==> src/rtl/hd6309_clkgen.sv <==
// E/Q quadrature bus-clock generator and core reset sequencer for the HD6309.
// Divides CLK4 into four quarters of QUARTER cycles, with MRDY stretching of the E-high phase.
module hd6309_clkgen #(
    parameter int QUARTER     = 1,
    parameter int RST_CYCLES  = 1,
    parameter int MAX_STRETCH = 8
) (
    input  logic       CLK4,
    input  logic       nRESET,
    input  logic       MRDY,
    output logic       E,
    output logic       Q,
    output logic [1:0] PHASE,
    output logic       E_RISE,
    output logic       E_FALL,
    output logic       STRETCH,
    output logic       CORE_nRESET
);

    localparam int PW = (QUARTER > 1) ? $clog2(QUARTER) : 1;
    localparam int SW = (MAX_STRETCH > 0) ? $clog2(MAX_STRETCH + 1) : 1;
    localparam int RW = (RST_CYCLES > 1) ? $clog2(RST_CYCLES + 1) : 1;

    localparam logic [PW-1:0] PLAST = PW'(QUARTER - 1);
    localparam logic [SW-1:0] SMAX  = SW'(MAX_STRETCH);
    localparam logic [RW-1:0] RLAST = RW'(RST_CYCLES - 1);

    typedef enum logic [1:0] {
        PH_E_HI_Q_LO = 2'd0,
        PH_E_HI_Q_HI = 2'd1,
        PH_E_LO_Q_HI = 2'd2,
        PH_E_LO_Q_LO = 2'd3
    } phase_t;

    logic [PW-1:0] pcnt, pcntNext;
    logic [SW-1:0] scnt, scntNext;
    logic [RW-1:0] rcnt, rcntNext;
    phase_t        phase, phaseNext;
    logic          eNext, qNext;
    logic          eRiseNext, eFallNext, stretchNext, coreNext;
    logic          tick;

    assign tick = (pcnt == PLAST);

    always_comb begin
        pcntNext    = tick ? '0 : pcnt + 1'b1;
        phaseNext   = phase;
        scntNext    = scnt;
        rcntNext    = rcnt;
        stretchNext = STRETCH;
        coreNext    = CORE_nRESET;
        eRiseNext   = 1'b0;
        eFallNext   = 1'b0;
        if (tick) begin
            stretchNext = 1'b0;
            unique case (phase)
                PH_E_HI_Q_LO: phaseNext = PH_E_HI_Q_HI;
                PH_E_HI_Q_HI: begin
                    // MRDY only matters at the tick that would end the Q-high quarter.
                    if (!MRDY && (scnt < SMAX)) begin
                        scntNext    = scnt + 1'b1;
                        stretchNext = 1'b1;
                    end else begin
                        phaseNext = PH_E_LO_Q_HI;
                        scntNext  = '0;
                        eFallNext = 1'b1;
                    end
                end
                PH_E_LO_Q_HI: begin
                    phaseNext = PH_E_LO_Q_LO;
                    if (!CORE_nRESET) begin
                        if (rcnt == RLAST) coreNext = 1'b1;
                        else               rcntNext = rcnt + 1'b1;
                    end
                end
                PH_E_LO_Q_LO: begin
                    phaseNext = PH_E_HI_Q_LO;
                    eRiseNext = 1'b1;
                end
                default: phaseNext = PH_E_LO_Q_LO;
            endcase
        end
        eNext = (phaseNext == PH_E_HI_Q_LO) || (phaseNext == PH_E_HI_Q_HI);
        qNext = (phaseNext == PH_E_HI_Q_HI) || (phaseNext == PH_E_LO_Q_HI);
    end

    always_ff @(posedge CLK4) begin
        if (!nRESET) begin
            pcnt        <= '0;
            phase       <= PH_E_LO_Q_LO;
            scnt        <= '0;
            rcnt        <= '0;
            E           <= 1'b0;
            Q           <= 1'b0;
            E_RISE      <= 1'b0;
            E_FALL      <= 1'b0;
            STRETCH     <= 1'b0;
            CORE_nRESET <= 1'b0;
        end else begin
            pcnt        <= pcntNext;
            phase       <= phaseNext;
            scnt        <= scntNext;
            rcnt        <= rcntNext;
            E           <= eNext;
            Q           <= qNext;
            E_RISE      <= eRiseNext;
            E_FALL      <= eFallNext;
            STRETCH     <= stretchNext;
            CORE_nRESET <= coreNext;
        end
    end

    assign PHASE = phase;

endmodule

==> config.mk <==
export PLATFORM = sky130hd
export DESIGN_NAME = hd6309_clkgen
export DESIGN_NICKNAME = d
export VERILOG_FILES = /design/src/rtl/hd6309_clkgen.sv
export SDC_FILE = /design/constraint.sdc
export NUM_CORES = 1
export LEC_CHECK = 0
export ABC_AREA = 1
export CORE_MARGIN = 3
export CORE_UTILIZATION = 25
export DETAILED_ROUTE_END_ITERATION = 12
export GPL_ROUTABILITY_DRIVEN = 0
export PLACE_DENSITY = 0.46
export REMOVE_ABC_BUFFERS = 1
export SYNTH_ARGS = -nofsm -noshare
export SYNTH_HDL_FRONTEND = slang
export SYNTH_SLANG_ARGS = --single-unit
==> constraint.sdc <==
create_clock -name CLK4 -period 1.4 [get_ports CLK4]
set_input_delay 0.21 -clock CLK4 [delete_from_list [all_inputs] [get_ports CLK4]]
set_output_delay 0.21 -clock CLK4 [all_outputs]
set_load 0.1 [all_outputs]
## Yosys cells after proc, flatten, opt, wreduce, memory -nomap -nowiden

Index checks and enable logic that the tools add are counted.

- Word-level logic and storage cells: 46
- Bits of input ports: 3
- Bits in registers: 14
- Output and inout port bits: 8

- Bitwise operators: 4
- Equal/unequal tests: 5
- Reductions and logical operators: 12
- Add/sub/neg operators: 3
- $lt $le $gt $ge: 1
- Muxes and demuxes: 11

Operator list:

| cell | number |
|---|---|
| one-hot mux 2 bit (4 select lines) | 1 |
| two-way mux 1 bit | 7 |
| == test 2 bit, second input constant | 3 |
| AND reduction 2 bit | 3 |
| adder 4 x 1 -> 4 bit, second input constant | 1 |
| == test 2 x 1 -> 1 bit, second input constant | 2 |
| logical NOT 2 bit | 2 |
| less-than comparator 4 bit, second input constant | 1 |
| two-way mux 2 bit | 2 |
| two-way mux 4 bit | 1 |
| inverter 1 bit | 4 |
| AND reduction 3 bit | 1 |
| OR reduction 3 bit | 1 |
| adder 1 bit, second input constant | 2 |
| logical OR 1 bit | 2 |
| OR reduction 2 bit | 1 |
| logical AND 1 bit | 1 |
| logical NOT 1 bit | 1 |

## Logic depth before layout (Yosys ltp)

Gate-level depths: netlist of the first run.

- Depth in word-level cells: 7
- Depth in mapped cells: 9
- Depth with buffers taken out: 9

## Worst setup path before layout of the first run

Ideal clock, no wire load.

- Path type: flip-flop to flip-flop
- From: register phase[1] (netlist: PHASE[1])
- To: register Q
- Clock period less this slack: 1,994 ps
- Cell stages (with the launch flop): 8
- Slack: -594 ps
- Path buffers: 0
- Library setup time: 109 ps
- Required time: 1,291 ps
- Data arrival time: 1,885 ps
- Cell sequence: dfxtp_1 -> inv_1 -> nand3_1 -> nand3_2 -> inv_1 -> ha_1 -> nand2_1 -> inv_1

- Cells in the longest elaborated chain, start to end: 5
- Elaborated cells between the ends (all ways): 10
- Those cells by class: eq/ne: 5; mux: 3; reduce/logical: 2

RTL lines:

| element | RTL line | text |
|---|---|---|
| from (decl) | 38 | `phase_t phase, phaseNext;` |
| from (signal assigned) | 101 | `phase <= phaseNext;` |
| == test 2 bit (tied with other cells) | 56 | `unique case (phase)` |
| one-hot mux 2 bit (4 select lines) (*) | 56 |  |
| two-way mux 2 bit (*) | 54 | `if (tick) begin` |
| via phaseNext[0] | 38 |  |
| == test 2 x 1 -> 1 bit / == test 2 bit (equally long branches) | 84 | `qNext = (phaseNext == PH_E_HI_Q_HI) \|\| (phaseNext == PH_E_LO_Q_HI);` |
| logical OR 1 bit (*) | 84 |  |
| via qNext | 39 | `logic eNext, qNext;` |
| to (signal assigned) | 105 | `Q <= qNext;` |
| to (decl) | 12 | `output logic Q,` |

Mark *: on every way through the listed nets, which the timed path passes. The rest lies on a longest branch.
A chain may end at the register's enable or synchronous reset.

## Worst setup path in the final report of the first run

- From: register phase[1] (netlist: PHASE[1])
- To: register Q

- Cells in the longest elaborated chain, start to end: 5
- Elaborated cells between the ends (all ways): 10
- Those cells by class: eq/ne: 5; mux: 3; reduce/logical: 2

RTL lines:

| element | RTL line |
|---|---|
| == test 2 bit (tied with other cells) | 56 |
| one-hot mux 2 bit (4 select lines) | 56 |
| two-way mux 2 bit (*) | 54 |
| == test 2 x 1 -> 1 bit / == test 2 bit (equally long branches) | 84 |
| logical OR 1 bit (*) | 84 |
| via qNext | 39 |

Marks and branches as above.

==> results.sh, run 1 <==
export IMPL_required_ns=1.58
export IMPL_grt_usage_pct=9.75
export IMPL_finClkSkew_ns=0.00223
export IMPL_post_cts_buffers=0
export IMPL_placementRows=16
export IMPL_worst_path_max_delay_cell="dfxtp_2"
export IMPL_finalHoldViolations=0
export IMPL_seq_area_frac_synth_pct=46.7
export IMPL_yosysUniqueCellTypes=17
export IMPL_hpwl_um=889
export IMPL_port_buffers=10
export IMPL_grt_pass1_wl_um=1930
export IMPL_endpoint="Q"
export IMPL_pwr_density_cell_mw_per_mm2=1130
export IMPL_core_mm2=0.00204
export IMPL_numCtsBuffers=3
export IMPL_dieArea_mm2=0.00283
export IMPL_ctsResizeCount=0
export IMPL_cts_sinks=13
export IMPL_syn_area_um2=557
export IMPL_fin_crit_sh_pct=92.0
export IMPL_cp_cell_sequence="buf_4 -> nor2_4 -> nand2_4 -> o21ai_2 -> inv_2 -> ha_1 -> nand2_1 -> inv_1"
export IMPL_grt_pass1_vias=448
export IMPL_min_delay_path_class="register to register"
export IMPL_h_tree_depth=1
export IMPL_critical_path_class="register to register"
export IMPL_setup_viol=0
export IMPL_dieHeight_um=53.2
export IMPL_startpoint_type="register"
export IMPL_critPathArrivalTime_ns=1.47
export IMPL_grt_overflow_total=0
export IMPL_cts_tree="yes"
export IMPL_fin_util_pct=41.7
export IMPL_rr_startpoint="PHASE[1]"
export IMPL_place_area_um2=823
export IMPL_final_max_slew_viol_count=0
export IMPL_drive_above_1_share_pct=31.9
export IMPL_wl_per_cell_um=9.52
export IMPL_ff2ff_path_depth=8
export IMPL_stdcell_area_um2=852
export IMPL_wl_um=1120
export IMPL_antenna_left=0
export IMPL_r2r_slack_ns=0.11
export IMPL_start_util_pct=27.3
export IMPL_syn_instance_count=70
export IMPL_antenna_found_initial=0
export IMPL_worstReg2RegEnd="Q"
export IMPL_ctsHoldBuffers=0
export IMPL_dr_pass1_iters=2
export IMPL_whs_path_depth=2
export IMPL_syn_to_final_growth_pct=53.0
export IMPL_drt_iter0_drc=5
export IMPL_leakagePower_nw=0.395
export IMPL_final_cells=118
export IMPL_ir_worst_vdd_mv=0.586
export IMPL_yosys_warnings=0
export IMPL_drv_cap=0
export IMPL_insertion_delay_ns=0.27
export IMPL_nNetsFinal=98
export IMPL_total_power_mw=0.963
export IMPL_drcViolationCount=0
export IMPL_min_period_ns=1.29
export IMPL_critPathLaunch="PHASE[1]"
export IMPL_grt_max_degree=8
export IMPL_path_max_fanout=4
export IMPL_dp_cells=114
export IMPL_viasPerCell=4.02
export IMPL_clock_path_buffers=2
export IMPL_fp_dieW_um=53.2
export IMPL_syn_avg_cell_area_um2=7.95
export IMPL_status="finished, final reports clean"
export IMPL_rsz0062_at_grt="false"
export IMPL_worst_setup_path_end_kind="register"
export IMPL_cts_root_buf="clkbuf_4"
export IMPL_via_count=474
export IMPL_slowest_delay_ns=0.35
export IMPL_max_freq_mhz=777
export IMPL_synth_seq_cells=13
export IMPL_clk_pin_slew_worst_paths_ns=0.08
export IMPL_ioPinCount=11
export IMPL_n_antenna_cell=0
==> area by class of cell <==
| cell class | count | area [µm²] |
|---|---|---|
| fill | 219 | 1190 |
| sequential | 13 | 263 |
| multi-input combinational | 46 | 255 |
| timing repair buffer | 17 | 233 |
| inverter | 11 | 41.3 |
| tap | 27 | 33.8 |
| clock buffer | 4 | 26.3 |
==> registers in the layout, indices dropped and copies added (netlist names) <==
name / count
pcnt: 1
E_FALL: 1
PHASE: 2
scnt: 4
E_RISE: 1
Q: 1
E: 1
STRETCH: 1
CORE_nRESET: 1
==> cells by family (layout without fill, tap and decap cells) <==
kind of cell / Yosys count / in the layout / share of synthesized area (%)
other: 1 / 1 / 0.674
AOI/OAI and AO/OA: 6 / 6 / 7.19
and+or+nand+nor: 36 / 36 / 31.2
buffers and inverters: 11 / 32 / 7.42
DFF: 13 / 13 / 46.7
adders and majority gates: 3 / 3 / 6.74
==> through the flow <==
step | hold slack [ns] | setup WS [ns] | setup TNS, ns
floorplan | 0.279 | -0.594 | -3.40
detailed placement | 0.470 | -0.106 | -0.211
global placement | 0.474 | -0.105 | -0.207
CTS | 0.483 | 0.0504 | 0
finish | 0.485 | 0.112 | 0
global route | 0.512 | 0.0120 | 0
==> synthesized netlist by cell type <==
cell,number,area share (%)
a21oi_2,1,1.6
ha_1,3,6.7
nor3_1,1,0.90
o31ai_1,1,1.3
nand3_2,1,1.8
nor2_4,2,4.0
a21oi_1,3,2.7
nand3_1,5,4.5
o21ai_2,1,1.6
inv_2,2,1.3
nand2_4,1,2.0
nor2_1,7,4.7
inv_1,9,6.1
nand2_1,18,12
nand2_2,1,1.1
conb_1,1,0.67
dfxtp_1,13,47
==> metal layers <==
metal | share of wire (%) | track usage (%)
met1 | 49 | 13.0
met2 | 45 | 13.6
met3 | 4.2 | 3.38
met4 | 1.2 | 5.11
met5 | 0 | 0
==> worst max-delay path: cells and delay by family (launching register included) <==
family                   cells  cell delay (ns)
AND/OR/NAND/NOR              3             0.28
buffers and inverters        3             0.24
flip-flops                   1             0.35
adder cells (fa/ha/maj)      1             0.26
AO/OA/AOI/OAI                1             0.06
==> how the worst min path moves through the flow <==
stage                      startpoint          end  slack (ns)
after floorplan                nRESET     PHASE[1]        0.28
after global placement        scnt[3]      scnt[3]        0.47
after detailed placement      scnt[3]      scnt[3]        0.47
after CTS                     scnt[3]      scnt[3]        0.48
after global routing      CORE_nRESET  CORE_nRESET        0.51
final                         scnt[3]      scnt[3]        0.49
==> where the power goes <==
part / switching (mW) / internal (mW)
combinational: 0.200 / 0.116
sequential: 0.0201 / 0.392
clock: 0.125 / 0.110
==> cell usage in the layout (no fill, tap or decap) <==
cell type	count
dfxtp_2	2
nand2_2	1
inv_2	2
inv_1	9
conb_1	1
o21ai_2	1
buf_12	8
clkbuf_1	1
o31ai_1	1
nor3_1	1
nand3_1	5
buf_4	7
nand2_4	1
nor2_1	7
dfxtp_1	11
nor2_4	2
ha_1	3
nand3_2	1
clkdlybuf4s50_1	2
a21oi_2	1
nand2_1	18
a21oi_1	3
clkbuf_4	3
(Power assumes the default switching activity.)
==> run 2, diff against run 1 <==
--- a/config.mk
+++ b/config.mk
@@ -11,7 +11,6 @@
 export DETAILED_ROUTE_END_ITERATION = 12
 export GPL_ROUTABILITY_DRIVEN = 0
 export PLACE_DENSITY = 0.46
-export REMOVE_ABC_BUFFERS = 1
 export SYNTH_ARGS = -nofsm -noshare
 export SYNTH_HDL_FRONTEND = slang
 export SYNTH_SLANG_ARGS = --single-unit
==> run 2 against run 1 <==
Net effect: die area is the same; critical path depth shrank 1; non-clock buffer count shrank 2; via count shrank 0.84%; sequential power is essentially flat; wire length shrank 2.7%; power shrank 1.8%; utilization shrank 0.31 points; clock skew grew 0.0013 ns; highest routed layer unchanged.
==> results.sh, run 2 (same netlist as run 1, synthesis figures left out) <==
export IMPL_fp_dieW_um=53.2
export IMPL_leakagePower_nw=0.379
export IMPL_antenna_left=0
export IMPL_most_common_layout_cells="18 x nand2_1, 11 x dfxtp_1, 8 x inv_1, 8 x buf_12, 7 x nor2_1"
export IMPL_final_common_cell="nand2_1"
export IMPL_largest_reg_flops=4
export IMPL_finClkSkew_ns=0.00356
export IMPL_viasPerCell=4.05
export IMPL_max_freq_mhz=765
export IMPL_dp_slack_ns=-0.145
export IMPL_required_ns=1.56
export IMPL_h_tree_depth=1
export IMPL_worst_setup_path_end_kind="register"
export IMPL_grt_pass1_wl_um=1950
export IMPL_antenna_found_initial=0
export IMPL_grt_overflow_total=0
export IMPL_grt_max_degree=8
export IMPL_worstReg2RegEnd="E"
export IMPL_syn_to_final_growth_pct=51.9
export IMPL_placementRows=16
export IMPL_port_buffers=10
export IMPL_core_mm2=0.00204
export IMPL_drive_above_1_share_pct=31.5
export IMPL_whs_path_depth=2
export IMPL_setup_viol=0
export IMPL_rr_startpoint="PHASE[1]"
export IMPL_ff2ff_path_depth=7
export IMPL_fin_util_pct=41.4
export IMPL_cts_root_buf="clkbuf_4"
export IMPL_fin_crit_sh_pct=93.4
export IMPL_cts_tree="yes"
export IMPL_rsz0062_at_grt="false"
export IMPL_ioPinCount=11
export IMPL_min_delay_path_class="register to register"
export IMPL_syn_num_nets=76
export IMPL_pwr_density_cell_mw_per_mm2=1120
export IMPL_via_count=470
export IMPL_stdcell_area_um2=846
export IMPL_numCtsBuffers=3
export IMPL_status="finished, final reports clean"
export IMPL_nNetsFinal=96
export IMPL_ir_worst_vdd_mv=0.550
export IMPL_dr_pass1_iters=3
export IMPL_critPathArrivalTime_ns=1.47
export IMPL_cts_sinks=13
export IMPL_wl_per_cell_um=9.42
export IMPL_dieArea_mm2=0.00283
export IMPL_final_max_slew_viol_count=0
export IMPL_holdWs_ns=0.490
export IMPL_hpwl_um=882
export IMPL_wl_um=1090
export IMPL_critPathLaunch="PHASE[1]"
export IMPL_start_util_pct=27.3
export IMPL_r2r_slack_ns=0.09
export IMPL_fin_setup_tns_ns=0
export IMPL_critical_path_class="register to register"
export IMPL_min_period_ns=1.31
export IMPL_insertion_delay_ns=0.27
export IMPL_worstHoldStart="scnt[1]"
export IMPL_finalHoldViolations=0
export IMPL_clk_pin_slew_worst_paths_ns=0.07
export IMPL_drt_iter0_drc=10
export IMPL_place_area_um2=816
export IMPL_endpoint="E"
export IMPL_dieHeight_um=53.2
export IMPL_fin_ws_ns=0.0927
export IMPL_grt_pass1_vias=487
export IMPL_path_max_fanout=6
export IMPL_drv_cap=0
export IMPL_n_antenna_cell=0
export IMPL_clock_path_buffers=2
export IMPL_grt_usage_pct=10.0
export IMPL_startpoint_type="register"
export IMPL_drcViolationCount=0
export IMPL_top_register="scnt"
run 2: worst max-delay path: stages (launching register included):
cell	delay, ns
dfxtp_4	0.40
clkinvlp_4	0.15
nand3_1	0.13
nand3_2	0.08
buf_4	0.13
ha_1	0.18
nor2_1	0.08
nor2_1	0.04
run 2: what timing repair did:
action | in CTS | in global routing
buffers inserted | 0 | 0
hold buffers | 0 | 0
endpoints found under the setup margin | 0 | 1
resized for setup | 0 | 1
run 2: area by class of cell:
class / instances / area (µm²)
fill: 222 / 1200
sequential: 13 / 268
multi-input combinational: 46 / 255
timing repair buffer: 15 / 218
inverter: 11 / 45.0
tap: 27 / 33.8
clock buffer: 4 / 26.3
run 2: how the worst min path moves through the flow:
stage	end	slack (ns)
6_report	scnt[1]	0.49
5_1_grt	scnt[3]	0.52
4_1_cts	scnt[1]	0.49
3_5_place_dp	scnt[1]	0.48
3_3_place_gp	scnt[1]	0.48
2_1_floorplan	PHASE[1]	0.28
run 2: through the flow:
| stage | power, mW | cells |
|---|---|---|
| after floorplan | 0.607 | 70 |
| after CTS | 0.963 | 116 |
| final | 0.946 | 116 |
| after global placement | 0.728 | 112 |
| after detailed placement | 0.731 | 112 |
| after global routing | 1.00 | 116 |
run 2: power by group:
group | leakage (nW) | internal, mW | switching (mW) | total (mW)
clock | 0.0150 | 0.110 | 0.114 | 0.225
sequential | 0.107 | 0.391 | 0.0240 | 0.415
combinational | 0.257 | 0.111 | 0.195 | 0.306
run 2: routing by layer:
layer  track usage, %  wire [µm]  vias up
li1                 -          -      252
met1             11.1        500      204
met2             15.7        501        9
met3             5.07         61        5
met4             5.11         29        0
met5                0          0        -
